<file path="config.mk">
export PLATFORM = sky130hd
export DESIGN_NAME = rep_code_tx
export DESIGN_NICKNAME = d
export VERILOG_FILES = /design/src/rtl/rep_code_pkg.sv /design/src/rtl/rep_code_rep_counter.sv /design/src/rtl/rep_code_tx.sv
export SDC_FILE = /design/constraint.sdc
export NUM_CORES = 1
export LEC_CHECK = 0
export BUFFER_PORTS_ARGS = -buffer_cell sky130_fd_sc_hd__buf_2
export CAP_MARGIN = 15
export CELL_PAD_IN_SITES_DETAIL_PLACEMENT = 1
export CELL_PAD_IN_SITES_GLOBAL_PLACEMENT = 2
export CORE_MARGIN = 2
export CORE_UTILIZATION = 30
export CTS_CLUSTER_DIAMETER = 80
export CTS_CLUSTER_SIZE = 30
export DETAILED_ROUTE_END_ITERATION = 6
export GPL_TIMING_DRIVEN = 0
export PLACE_DENSITY = 0.73
export SYNTH_ARGS = -nofsm -noshare
export SYNTH_HDL_FRONTEND = slang
export SYNTH_SLANG_ARGS = --single-unit
</file>
<file path="constraint.sdc">
create_clock -name clk -period 1.6 [get_ports clk]
set_clock_uncertainty 0.2 [all_clocks]
set_input_delay 0.08 -clock clk [delete_from_list [all_inputs] [get_ports clk]]
set_output_delay 0.08 -clock clk [all_outputs]
set_load 0.05 [all_outputs]
</file>
<file path="src/rtl/rep_code_pkg.sv">
// Shared types and sizing helpers for the repetition-code transmitter.
// REP_CODE_PARITY_EN adds one even-parity bit to every frame.
package rep_code_pkg;

    typedef enum logic {
        IDLE = 1'b0,
        SEND = 1'b1
    } state_e;

    localparam int DATA_W_DEF = 8;
    localparam int REP_DEF    = 16;

    function automatic int frame_bits(input int data_w);
`ifdef REP_CODE_PARITY_EN
        return data_w + 1;
`else
        return data_w;
`endif
    endfunction

    // Counter width with a floor of one bit so degenerate sizes still elaborate.
    function automatic int cnt_w(input int n);
        return (n <= 1) ? 1 : $clog2(n);
    endfunction

endpackage

</file>
<file path="src/rtl/rep_code_rep_counter.sv">
// Modulo-REP slot counter with enable, synchronous clear and a wrap pulse
// that tells the transmitter when the current bit has been held REP slots.
module rep_code_rep_counter
    import rep_code_pkg::*;
#(
    parameter int REP   = REP_DEF,
    parameter int CNT_W = cnt_w(REP_DEF)
) (
    input  logic             clk,
    input  logic             rst_n,
    input  logic             en_i,
    input  logic             clr_i,
    output logic [CNT_W-1:0] cnt_o,
    output logic             last_o,
    output logic             wrap_o
);

    localparam logic [CNT_W-1:0] CNT_LAST = CNT_W'(REP - 1);

    logic [CNT_W-1:0] cnt_q, cnt_d;

    assign cnt_o  = cnt_q;
    assign last_o = (cnt_q == CNT_LAST);
    assign wrap_o = en_i & last_o;

    // Clear wins over enable so a back-to-back load restarts at slot 0.
    always_comb begin
        cnt_d = cnt_q;
        if (clr_i)       cnt_d = '0;
        else if (wrap_o) cnt_d = '0;
        else if (en_i)   cnt_d = cnt_q + 1'b1;
    end

    always_ff @(posedge clk or negedge rst_n) begin
        if (!rst_n) cnt_q <= '0;
        else        cnt_q <= cnt_d;
    end

endmodule

</file>
<file path="src/rtl/rep_code_tx.sv">
// Repetition-code serial transmitter: MSB-first, each bit held REP enabled slots.
// Define REP_CODE_PARITY_EN to append a repeated even-parity bit to each frame.
module rep_code_tx
    import rep_code_pkg::*;
#(
    parameter int DATA_W = DATA_W_DEF,
    parameter int REP    = REP_DEF
) (
    input  logic              clk,
    input  logic              rst_n,
    input  logic              in_valid,
    input  logic [DATA_W-1:0] in_data,
    output logic              in_ready,
    input  logic              tx_ce,
    output logic              tx_bit,
    output logic              tx_valid,
    output logic              tx_first,
    output logic              tx_last
);

    localparam int FRAME_BITS = frame_bits(DATA_W);
    localparam int REP_W      = cnt_w(REP);
    localparam int BIT_W      = cnt_w(FRAME_BITS);
    localparam logic [BIT_W-1:0] BIT_LAST = BIT_W'(FRAME_BITS - 1);

    state_e                  state_q, state_d;
    logic [FRAME_BITS-1:0]   shreg_q, shreg_d, load_val;
    logic [BIT_W-1:0]        bit_cnt_q, bit_cnt_d;
    logic [REP_W-1:0]        rep_cnt;
    logic                    rep_last, rep_wrap;
    logic                    sending, last_slot, accept;

    assign sending   = (state_q == SEND);
    assign last_slot = sending & (bit_cnt_q == BIT_LAST) & rep_last;
    assign accept    = in_valid & in_ready;

`ifdef REP_CODE_PARITY_EN
    assign load_val = {in_data, ^in_data};
`else
    assign load_val = in_data;
`endif

    rep_code_rep_counter #(
        .REP   (REP),
        .CNT_W (REP_W)
    ) u_rep_cnt (
        .clk    (clk),
        .rst_n  (rst_n),
        .en_i   (sending & tx_ce),
        .clr_i  (accept),
        .cnt_o  (rep_cnt),
        .last_o (rep_last),
        .wrap_o (rep_wrap)
    );

    always_ff @(posedge clk or negedge rst_n) begin
        if (!rst_n) begin
            state_q   <= IDLE;
            shreg_q   <= '0;
            bit_cnt_q <= '0;
        end else begin
            state_q   <= state_d;
            shreg_q   <= shreg_d;
            bit_cnt_q <= bit_cnt_d;
        end
    end

    always_comb begin
        state_d = state_q;
        case (state_q)
            IDLE:    if (accept) state_d = SEND;
            SEND:    if (last_slot & tx_ce) state_d = accept ? SEND : IDLE;
            default: state_d = IDLE;
        endcase
    end

    // The final wrap clears bit_cnt explicitly so it never rolls past FRAME_BITS-1.
    always_comb begin
        shreg_d   = shreg_q;
        bit_cnt_d = bit_cnt_q;
        if (accept) begin
            shreg_d   = load_val;
            bit_cnt_d = '0;
        end else if (rep_wrap) begin
            shreg_d   = shreg_q << 1;
            bit_cnt_d = (bit_cnt_q == BIT_LAST) ? '0 : bit_cnt_q + 1'b1;
        end
    end

    always_comb begin
        in_ready = (state_q == IDLE) | (last_slot & tx_ce);
        tx_valid = sending;
        tx_bit   = sending & shreg_q[FRAME_BITS-1];
        tx_first = sending & (bit_cnt_q == '0) & (rep_cnt == '0);
        tx_last  = last_slot;
    end

endmodule

</file>
==> results.yml, run 1 <==
run_status:
  status: "finished, violations left"
  violations: "setup timing"
worst_setup_path:
  crit_start: "u_rep_cnt.cnt_o[1]"
  startpoint_type: "flip-flop"
  cp-endpoint: "shreg_q[6]"
  worstSetupPathType: "reg2reg"
  r2r_end: "shreg_q[6]"
  critPathMaxFanout: 4
  cp.arrival_ps: 1800
  r2r_slack_ps: -230
  crit_required_ps: 1580
  ff2ff_path_depth: 5
  reg2reg_from: "u_rep_cnt.cnt_o[1]"
  cp-end-kind: "flip-flop"
placed_design:
  gp_congestion: 0.755
  hpwl_microns: 1450
  placed_area_sq_mm: 0.00108
  dp_slack_ps: -369
  portBuffers: 16
  place_inst: 134
floorplan:
  fp-row-count: 20
  die_area_sq_mm: 0.00351
  start_util_pct: 30.8
  die_h_microns: 59.3
  io_pins: 17
  chipWidth_microns: 59.3
  core_sq_mm: 0.00298
synthesis:
  synth_edf_count: 0
  synth_most_common_cell: "dfrtp_1"
  synth_common_cells: "dfrtp_1, nand3_1, mux2i_1"
  synth-seq-cells: 16
  synth.top_cell.area_share_pct: 43.7
  synth_nets: 102
  ys_warn_count: 0
  synth_area_sq_um: 916
  postSynth.asyncResetShare_pct: 100
  synthCells: 85
  synth_seq_area_share_pct: 43.7
  synth_cell_types: 27
  synth_area_leader_cell: "dfrtp_1"
  synth_area_leaders: "dfrtp_1, mux2i_1, ha_1, nand3_1, o21ai_2"
  synthFlopType: "dfrtp_1"
  syn_area_per_cell_sq_um: 10.8
finish:
  regArea_sq_um: 402
  stdcell_count: 163
  drive_above_1_share_pct: 46.9
  area_growth_syn_to_layout_pct: 52.6
  nFillCells: 335
  multi_input_area_sq_um: 541
  final_nets: 148
  fin_area_sq_mm: 0.00140
  diodes: 0
pwr:
  leakagePower_nw: 0.616
  ir_drop_mv: 0.442
  p_clk_share_pct: 15.1
  power_frac_comb_pct: 44.6
  p_sw_share_pct: 36.1
  p_seq_share_pct: 40.4
  power_density_mw_per_mm2: 1300
  p_int_mw: 1.16
  power.switching_mw: 0.655
  finalPower_mw: 1.81
timing:
  timing.final.max_slew_violations: 0
  maxClockFrequency_mhz: 548
  worst_pin_slew_ps: 442
  rsz0062_at_grt: "yes"
  finalHoldViolCount: 0
  relSlewSlack_pct: 70.5
  fin_ws_ps: -226
  setup_tns_ps: -1820
  fin_crit_sh_pct: 114
  setup_viol: 17
  fin_crit_ps: 1830
global_routing:
  grt_pass1_wl_microns: 3930
  use_met1_pct: 18.8
  globalRouteMet2Util_pct: 26.1
  grt_max_degree: 17
  busiest_layer: "met2"
  use_met3_pct: 1.97
  grt_pass1_vias: 823
  grt_use_total_pct: 15.0
  grt_overflow: 0
  antenna_found_initial: 0
drt:
  detail_route.wl_per_cell_microns: 14.5
  first_pass_iters: 4
  vias: 783
  finalWirelength_microns: 2360
  dr.first_iter.drc_count: 12
  drc: 0
  ant_nets: 0
  viasPerCell: 4.80
cts:
  root_buffer: "clkbuf_4"
  tritoncts: "yes"
  cts-buffers-inserted: 3
  cts.sinks: 16
  clkLatencyLatePin_ps: 290
  cts_max_level: 1
  clk_pin_slew_worst_paths_ps: 100
  clock_path_buffers: 2
job:
  maxCapViolCount: 0
hold_path:
  min_path_type: "in2reg"
[cells by family (layout without fill, tap and decap cells)]
kind of cell,after synthesis,count (layout),share of synthesized area (%)
AOI/OAI and AO/OA,13,13,10.7
xor gates and xnor gates,3,3,2.87
adders and majority gates,5,5,6.83
buffers and inverters,9,54,6.15
DFF,16,16,43.7
muxes,10,10,11.6
and+or+nand+nor,29,29,18.2
[cells in the final DEF (no fill, tap or decap), types with 2 or more instances in the layout]
| master | instances |
|---|---|
| buf_4 | 14 |
| ha_4 | 2 |
| buf_8 | 2 |
| nand3_1 | 10 |
| mux2i_1 | 8 |
| o21ai_2 | 5 |
| nor2_1 | 4 |
| dfrtp_1 | 15 |
| inv_1 | 5 |
| nand2_1 | 2 |
| dlygate4sd3_1 | 11 |
| o21ai_0 | 3 |
| buf_2 | 13 |
| clkbuf_4 | 3 |
| buf_6 | 4 |
| ha_2 | 2 |
| nor3_2 | 2 |
| nand2_4 | 2 |
| xnor2_1 | 2 |
[per-layer routing]
layer  part of all wire (%)  vias to the layer above
li1                       -                      382
met1                     47                      389
met2                     50                       10
met3                    1.8                        2
met4                   0.80                        0
met5                      0                        -
[power by group through the flow]
stage               logic, mW  registers, mW  clock network (mW)
finish                  0.808          0.733               0.273
global route            0.904          0.757               0.302
global placement        0.602          0.713                   0
detailed placement      0.622          0.720                   0
floorplan               0.505          0.686                   0
CTS                     0.736          0.702               0.284
[repair_timing]
action	in CTS	in global routing
setup endpoints to repair	17	19
pin swaps	7	5
endpoints found under the hold margin	25	0
setup buffers	9	5
resized for setup	7	9
hold buffers	11	0
[state kept, by name, summed over array words and instances (netlist names)]
register	cells
bit_cnt_q	3
shreg_q	8
u_rep_cnt.cnt_o	4
tx_valid	1
[cell type report]
type | count | share of cell area [%]
plain buffers | 4 | 2.95
clock buffers | 4 | 2.60
inverters | 5 | 1.34
multi-input cells | 60 | 38.7
flip-flops and latches | 16 | 28.7
well taps | 33 | 2.95
repair buffers | 41 | 22.7
[per-stage QoR]
stage | hold WS [ps] | utilization (%)
after floorplan | -416 | -
after global placement | -179 | 36.3
after detailed placement | -179 | 36.3
after CTS | 9.77 | 44.2
after global routing | 26.9 | 46.9
final | 6.49 | 46.9
[how the worst min path moves through the flow]
stage	slack, ps	depth (start not counted)	from	to
floorplan	-420	0	rst_n	bit_cnt_q[0]
global placement	-180	1	rst_n	u_rep_cnt.cnt_o[2]
detailed placement	-180	1	rst_n	u_rep_cnt.cnt_o[2]
CTS	10	4	tx_ce	u_rep_cnt.cnt_o[2]
global route	30	4	tx_ce	u_rep_cnt.cnt_o[1]
finish	6	4	tx_ce	u_rep_cnt.cnt_o[2]
[critical path, stage by stage (launching register included)]
cell and delay (ps):
dfrtp_1 420, ha_4 180, nand3_4 120, nor2_4 180, mux2_2 350, mux2_4 270
No activity file was read; power rests on OpenSTA's default activity.
==> inputs of run 2 (changes only) <==
--- a/config.mk
+++ b/config.mk
@@ -15,7 +15,7 @@
 export CTS_CLUSTER_SIZE = 30
 export DETAILED_ROUTE_END_ITERATION = 6
 export GPL_TIMING_DRIVEN = 0
-export PLACE_DENSITY = 0.73
+export PLACE_DENSITY = 0.82
 export SYNTH_ARGS = -nofsm -noshare
 export SYNTH_HDL_FRONTEND = slang
 export SYNTH_SLANG_ARGS = --single-unit
==> results.yml, run 2 (synthesis results as in run 1) <==
run_status:
  status: "finished, violations left"
  violations: "setup timing"
timing:
  worst_pin_slew_ps: 404
  finalHoldViolCount: 0
  relSlewSlack_pct: 73.1
  fin_crit_sh_pct: 111
  rsz0062_at_grt: "yes"
  timing.final.max_slew_violations: 0
  fin_ws_ps: -172
  setup_tns_ps: -1770
  setup_viol: 18
  maxClockFrequency_mhz: 564
  fin_crit_ps: 1770
worst_setup_path:
  crit_required_ps: 1590
  slowest_stage: "dfrtp_1"
  cp.arrival_ps: 1770
  critPathMaxFanout: 4
  cpLargestDelayFamily: "flip-flops"
  cp-end-kind: "flip-flop"
  max_stage_delay_ps: 390
  crit_chain: "ha_2 > ha_4 > nand2_4 > o21ai_4 > and2_4 > mux2_4"
  worstSetupPathType: "reg2reg"
  startpoint_type: "flip-flop"
  r2r_slack_ps: -170
  path_buf_inv: 0
placed_design:
  hpwl_microns: 1520
  gp_congestion: 0.755
  portBuffers: 16
  place_inst: 134
pwr:
  ir_drop_mv: 0.445
  power_density_mw_per_mm2: 1330
  leakagePower_nw: 0.622
cts:
  clk_pin_slew_worst_paths_ps: 100
  clkLatencyLatePin_ps: 300
  tritoncts: "yes"
  root_buffer: "clkbuf_4"
  clock_path_buffers: 2
  cts-buffers-inserted: 3
  cts_max_level: 1
  cts.sinks: 16
floorplan:
  fp-row-count: 20
  die_area_sq_mm: 0.00351
  io_pins: 17
  start_util_pct: 30.8
  chipWidth_microns: 59.3
  die_h_microns: 59.3
  core_sq_mm: 0.00298
finish:
  final_cell_mix: "dfrtp_1, buf_4, buf_2"
  area_growth_syn_to_layout_pct: 54.0
  stdcell_count: 163
  diodes: 0
  drive_above_1_share_pct: 48.5
  final_common_cell: "dfrtp_1"
  largest_reg_flops: 8
  top_register: "shreg_q"
  final_nets: 148
  utilization_pct: 47.4
drt:
  detail_route.wl_per_cell_microns: 14.4
  viasPerCell: 4.83
  drc: 0
  ant_nets: 0
  first_pass_iters: 4
  vias: 787
  finalWirelength_microns: 2340
  dr.first_iter.drc_count: 12
job:
  maxCapViolCount: 0
global_routing:
  grt_pass1_wl_microns: 3930
  grt_max_degree: 17
  antenna_found_initial: 0
  grt_overflow: 0
  grt_use_total_pct: 15.4
  grt_pass1_vias: 837
hold_path:
  min_path_type: "in2async"
-- run 2: final timing paths --
path,start,end,depth (start not counted)
worst min register to register,shreg_q[0],shreg_q[0],2
worst max-delay path,bit_cnt_q[0],shreg_q[6],6
min in group clk,tx_ce,u_rep_cnt.cnt_o[1],4
worst min-delay path,rst_n,bit_cnt_q[2],2
max in group asynchronous,rst_n,tx_valid,2
worst max register to register,bit_cnt_q[0],shreg_q[6],6
-- run 2: worst reg2reg max path, delay by kind of cell (launching register included) --
kind                     cells  cell delay, ps
AO/OA/AOI/OAI                1             170
multiplexers                 1             290
adder cells (fa/ha/maj)      2             350
AND/OR/NAND/NOR              2             250
flip-flops                   1             390
-- run 2: through the flow --
stage               area [sq um]  hold WS [ps]  setup WS, ps  total power, mW
floorplan                    958          -416          -432             1.19
global placement            1080          -181          -306             1.31
detailed placement          1080          -177          -339             1.36
CTS                         1320         -10.7          -205             1.76
global route                1410          16.6          -238             2.02
finish                      1410          6.41          -172             1.87
-- run 2: timing repair --
action | 4_1_cts | 5_1_grt
hold endpoints to repair | 26 | 0
resized for setup | 9 | 9
hold buffers | 11 | 0
setup endpoints to repair | 18 | 19
pin swaps | 6 | 7
buffers inserted | 8 | 6
-- run 2: layout make-up --
type                       count  area [sq um]
inverter                       5          18.8
clock buffer                   4          36.3
multi-input combinational     60           557
sequential                    16           402
buffer                         4          41.3
fill                         322          1570
timing repair buffer          41           314
tap                           33          41.3
-- run 2: per-layer routing --
layer / share of wire (%) / global-route usage [%] / routed length [microns] / vias up
li1: - / - / - / 379
met1: 47 / 18.8 / 1100 / 387
met2: 49 / 26.2 / 1140 / 16
met3: 3.5 / 4.59 / 81 / 5
met4: 0.98 / 3.90 / 23 / 0
met5: 0 / 0 / 0 / -
-- run 2: where the power goes --
| group | internal [mW] | total [mW] | switching, mW |
|---|---|---|---|
| clock | 0.139 | 0.285 | 0.146 |
| combinational | 0.470 | 0.844 | 0.374 |
| sequential | 0.573 | 0.744 | 0.171 |
| total | 1.18 | 1.87 | 0.691 |
==> inputs of run 3 (changes only) <==
--- a/config.mk
+++ b/config.mk
@@ -15,6 +15,7 @@
 export CTS_CLUSTER_SIZE = 30
 export DETAILED_ROUTE_END_ITERATION = 6
 export GPL_TIMING_DRIVEN = 0
+export HOLD_SLACK_MARGIN = 0.02
 export PLACE_DENSITY = 0.82
 export SYNTH_ARGS = -nofsm -noshare
 export SYNTH_HDL_FRONTEND = slang
==> constraint.sdc (replaced) <==
create_clock -name clk -period 1.6 [get_ports clk]
set_clock_uncertainty 0.2 [all_clocks]
set_input_delay 0.24 -clock clk [delete_from_list [all_inputs] [get_ports clk]]
set_output_delay 0.24 -clock clk [all_outputs]
set_load 0.05 [all_outputs]
==> results.yml, run 3 (synthesis results as in run 1) <==
drt:
  dr.first_iter.drc_count: 11
  drc: 0
  vias: 789
  viasPerCell: 4.93
  first_pass_iters: 2
  finalWirelength_microns: 2450
  ant_nets: 0
  detail_route.wl_per_cell_microns: 15.3
floorplan:
  start_util_pct: 30.8
  die_h_microns: 59.3
  fp-row-count: 20
  die_area_sq_mm: 0.00351
  io_pins: 17
  core_sq_mm: 0.00298
  chipWidth_microns: 59.3
finish:
  nFillCells: 333
  final_common_cell: "dfrtp_1"
  largest_reg_flops: 8
  final_nets: 145
  drive_above_1_share_pct: 46.5
  top_register: "shreg_q"
  area_growth_syn_to_layout_pct: 49.6
  stdcell_count: 160
  utilization_pct: 46.0
  final_cell_mix: "dfrtp_1, buf_4, buf_2"
  diodes: 0
hold_path:
  min_path_type: "in2reg"
  min_from: "in_valid"
worst_setup_path:
  critPathMaxFanout: 4
  startpoint_type: "flip-flop"
  reg2reg_from: "bit_cnt_q[0]"
  crit_required_ps: 1580
  crit_start: "bit_cnt_q[0]"
  slowest_stage: "dfrtp_1"
  path_buf_inv: 1
  crit_chain: "ha_2 > ha_4 > nand2_4 > o21ai_4 > buf_4 > and2_4 > mux2_4"
  r2r_slack_ps: -320
  worstSetupPathType: "reg2reg"
  cp-end-kind: "flip-flop"
  max_stage_delay_ps: 390
  cpLargestDelayFamily: "flip-flops"
  cp.arrival_ps: 1910
global_routing:
  antenna_found_initial: 0
  globalRouteMet2Util_pct: 28.6
  grt_max_degree: 17
  grt_pass1_vias: 881
  grt_use_total_pct: 15.8
  grt_overflow: 0
  use_met1_pct: 19.0
  use_met3_pct: 2.62
  busiest_layer: "met2"
  grt_pass1_wl_microns: 4110
cts:
  cts.sinks: 16
  clock_path_buffers: 2
  tritoncts: "yes"
  cts_max_level: 1
  cts-buffers-inserted: 3
  clk_pin_slew_worst_paths_ps: 100
  clkLatencyLatePin_ps: 290
  root_buffer: "clkbuf_4"
timing:
  fin_crit_sh_pct: 120
  fin_crit_ps: 1920
  worst_pin_slew_ps: 414
  setup_viol: 18
  maxClockFrequency_mhz: 520
  relSlewSlack_pct: 72.4
  setup_tns_ps: -3710
  timing.final.max_slew_violations: 0
  fin_worst_hold_slack_ps: 106
  fin_ws_ps: -324
  finalHoldViolCount: 0
  rsz0062_at_grt: "yes"
run_status:
  violations: "setup timing"
  status: "finished, violations left"
job:
  maxCapViolCount: 0
placed_design:
  hpwl_microns: 1550
  place_inst: 134
  portBuffers: 16
  gp_congestion: 0.718
pwr:
  ir_drop_mv: 0.559
  leakagePower_nw: 0.598
  finalPower_mw: 1.73
  power_density_mw_per_mm2: 1260
==> run 3: cell count changes in the layout (fill, tap and decap cells not counted), moves of 2 or more <==
cell | previous run | this run
dlygate4sd3_1 | 11 | 9
buf_2 | 13 | 11
o21ai_0 | 4 | 2
mux2i_1 | 6 | 8
o21ai_1 | 0 | 2
mux2i_2 | 2 | 0
==> run 3: cell type report <==
class / count / area (sq um) / share of cell area (%)
multi-input cells: 60 / 529 / 38.6
flip-flops and latches: 16 / 402 / 29.3
repair buffers: 39 / 314 / 22.9
well taps: 33 / 41.3 / 3.01
plain buffers: 3 / 38.8 / 2.83
clock buffers: 4 / 26.3 / 1.92
inverters: 5 / 18.8 / 1.37
==> run 3: tightest hold or removal path: stages <==
cell     delay, ps
buf_2           80
and2_4         170
o21ai_1         70
==> run 3: layer usage <==
| metal | wire, microns | vias to the layer above | share of wire (%) |
|---|---|---|---|
| li1 | - | 378 | - |
| met1 | 1080 | 394 | 44 |
| met2 | 1290 | 15 | 53 |
| met3 | 66 | 2 | 2.7 |
| met4 | 11 | 0 | 0.45 |
| met5 | 0 | - | 0 |
==> run 3: report_power, final <==
group | switching [mW] | internal (mW) | leakage [nW] | total [mW]
Combinational | 0.360 | 0.415 | 0.387 | 0.775
Clock | 0.133 | 0.0968 | 0.0150 | 0.230
Sequential | 0.154 | 0.573 | 0.196 | 0.728
Total | 0.648 | 1.08 | 0.598 | 1.73
==> run 3: final timing paths <==
path,endpoint,cells past startpoint
setup / recovery,shreg_q[6],7
hold / removal,shreg_q[0],3
setup reg to reg,shreg_q[6],7
hold reg to reg,shreg_q[0],2
max in group asynchronous,tx_valid,2
min in group asynchronous,u_rep_cnt.cnt_o[2],2
==> run 3: per-stage QoR <==
step,instance area [sq um],setup slack [ps]
floorplan,960,-432
global placement,1080,-301
detailed placement,1080,-335
CTS,1350,-321
global route,1370,-426
finish,1370,-324
==> run 3: what timing repair did <==
item,4_1_cts,5_1_grt
gates resized for setup,19,7
setup buffers,11,3
hold buffers,9,0
endpoints found under the setup margin,19,20
pin swaps,6,5
hold endpoints to repair,24,0
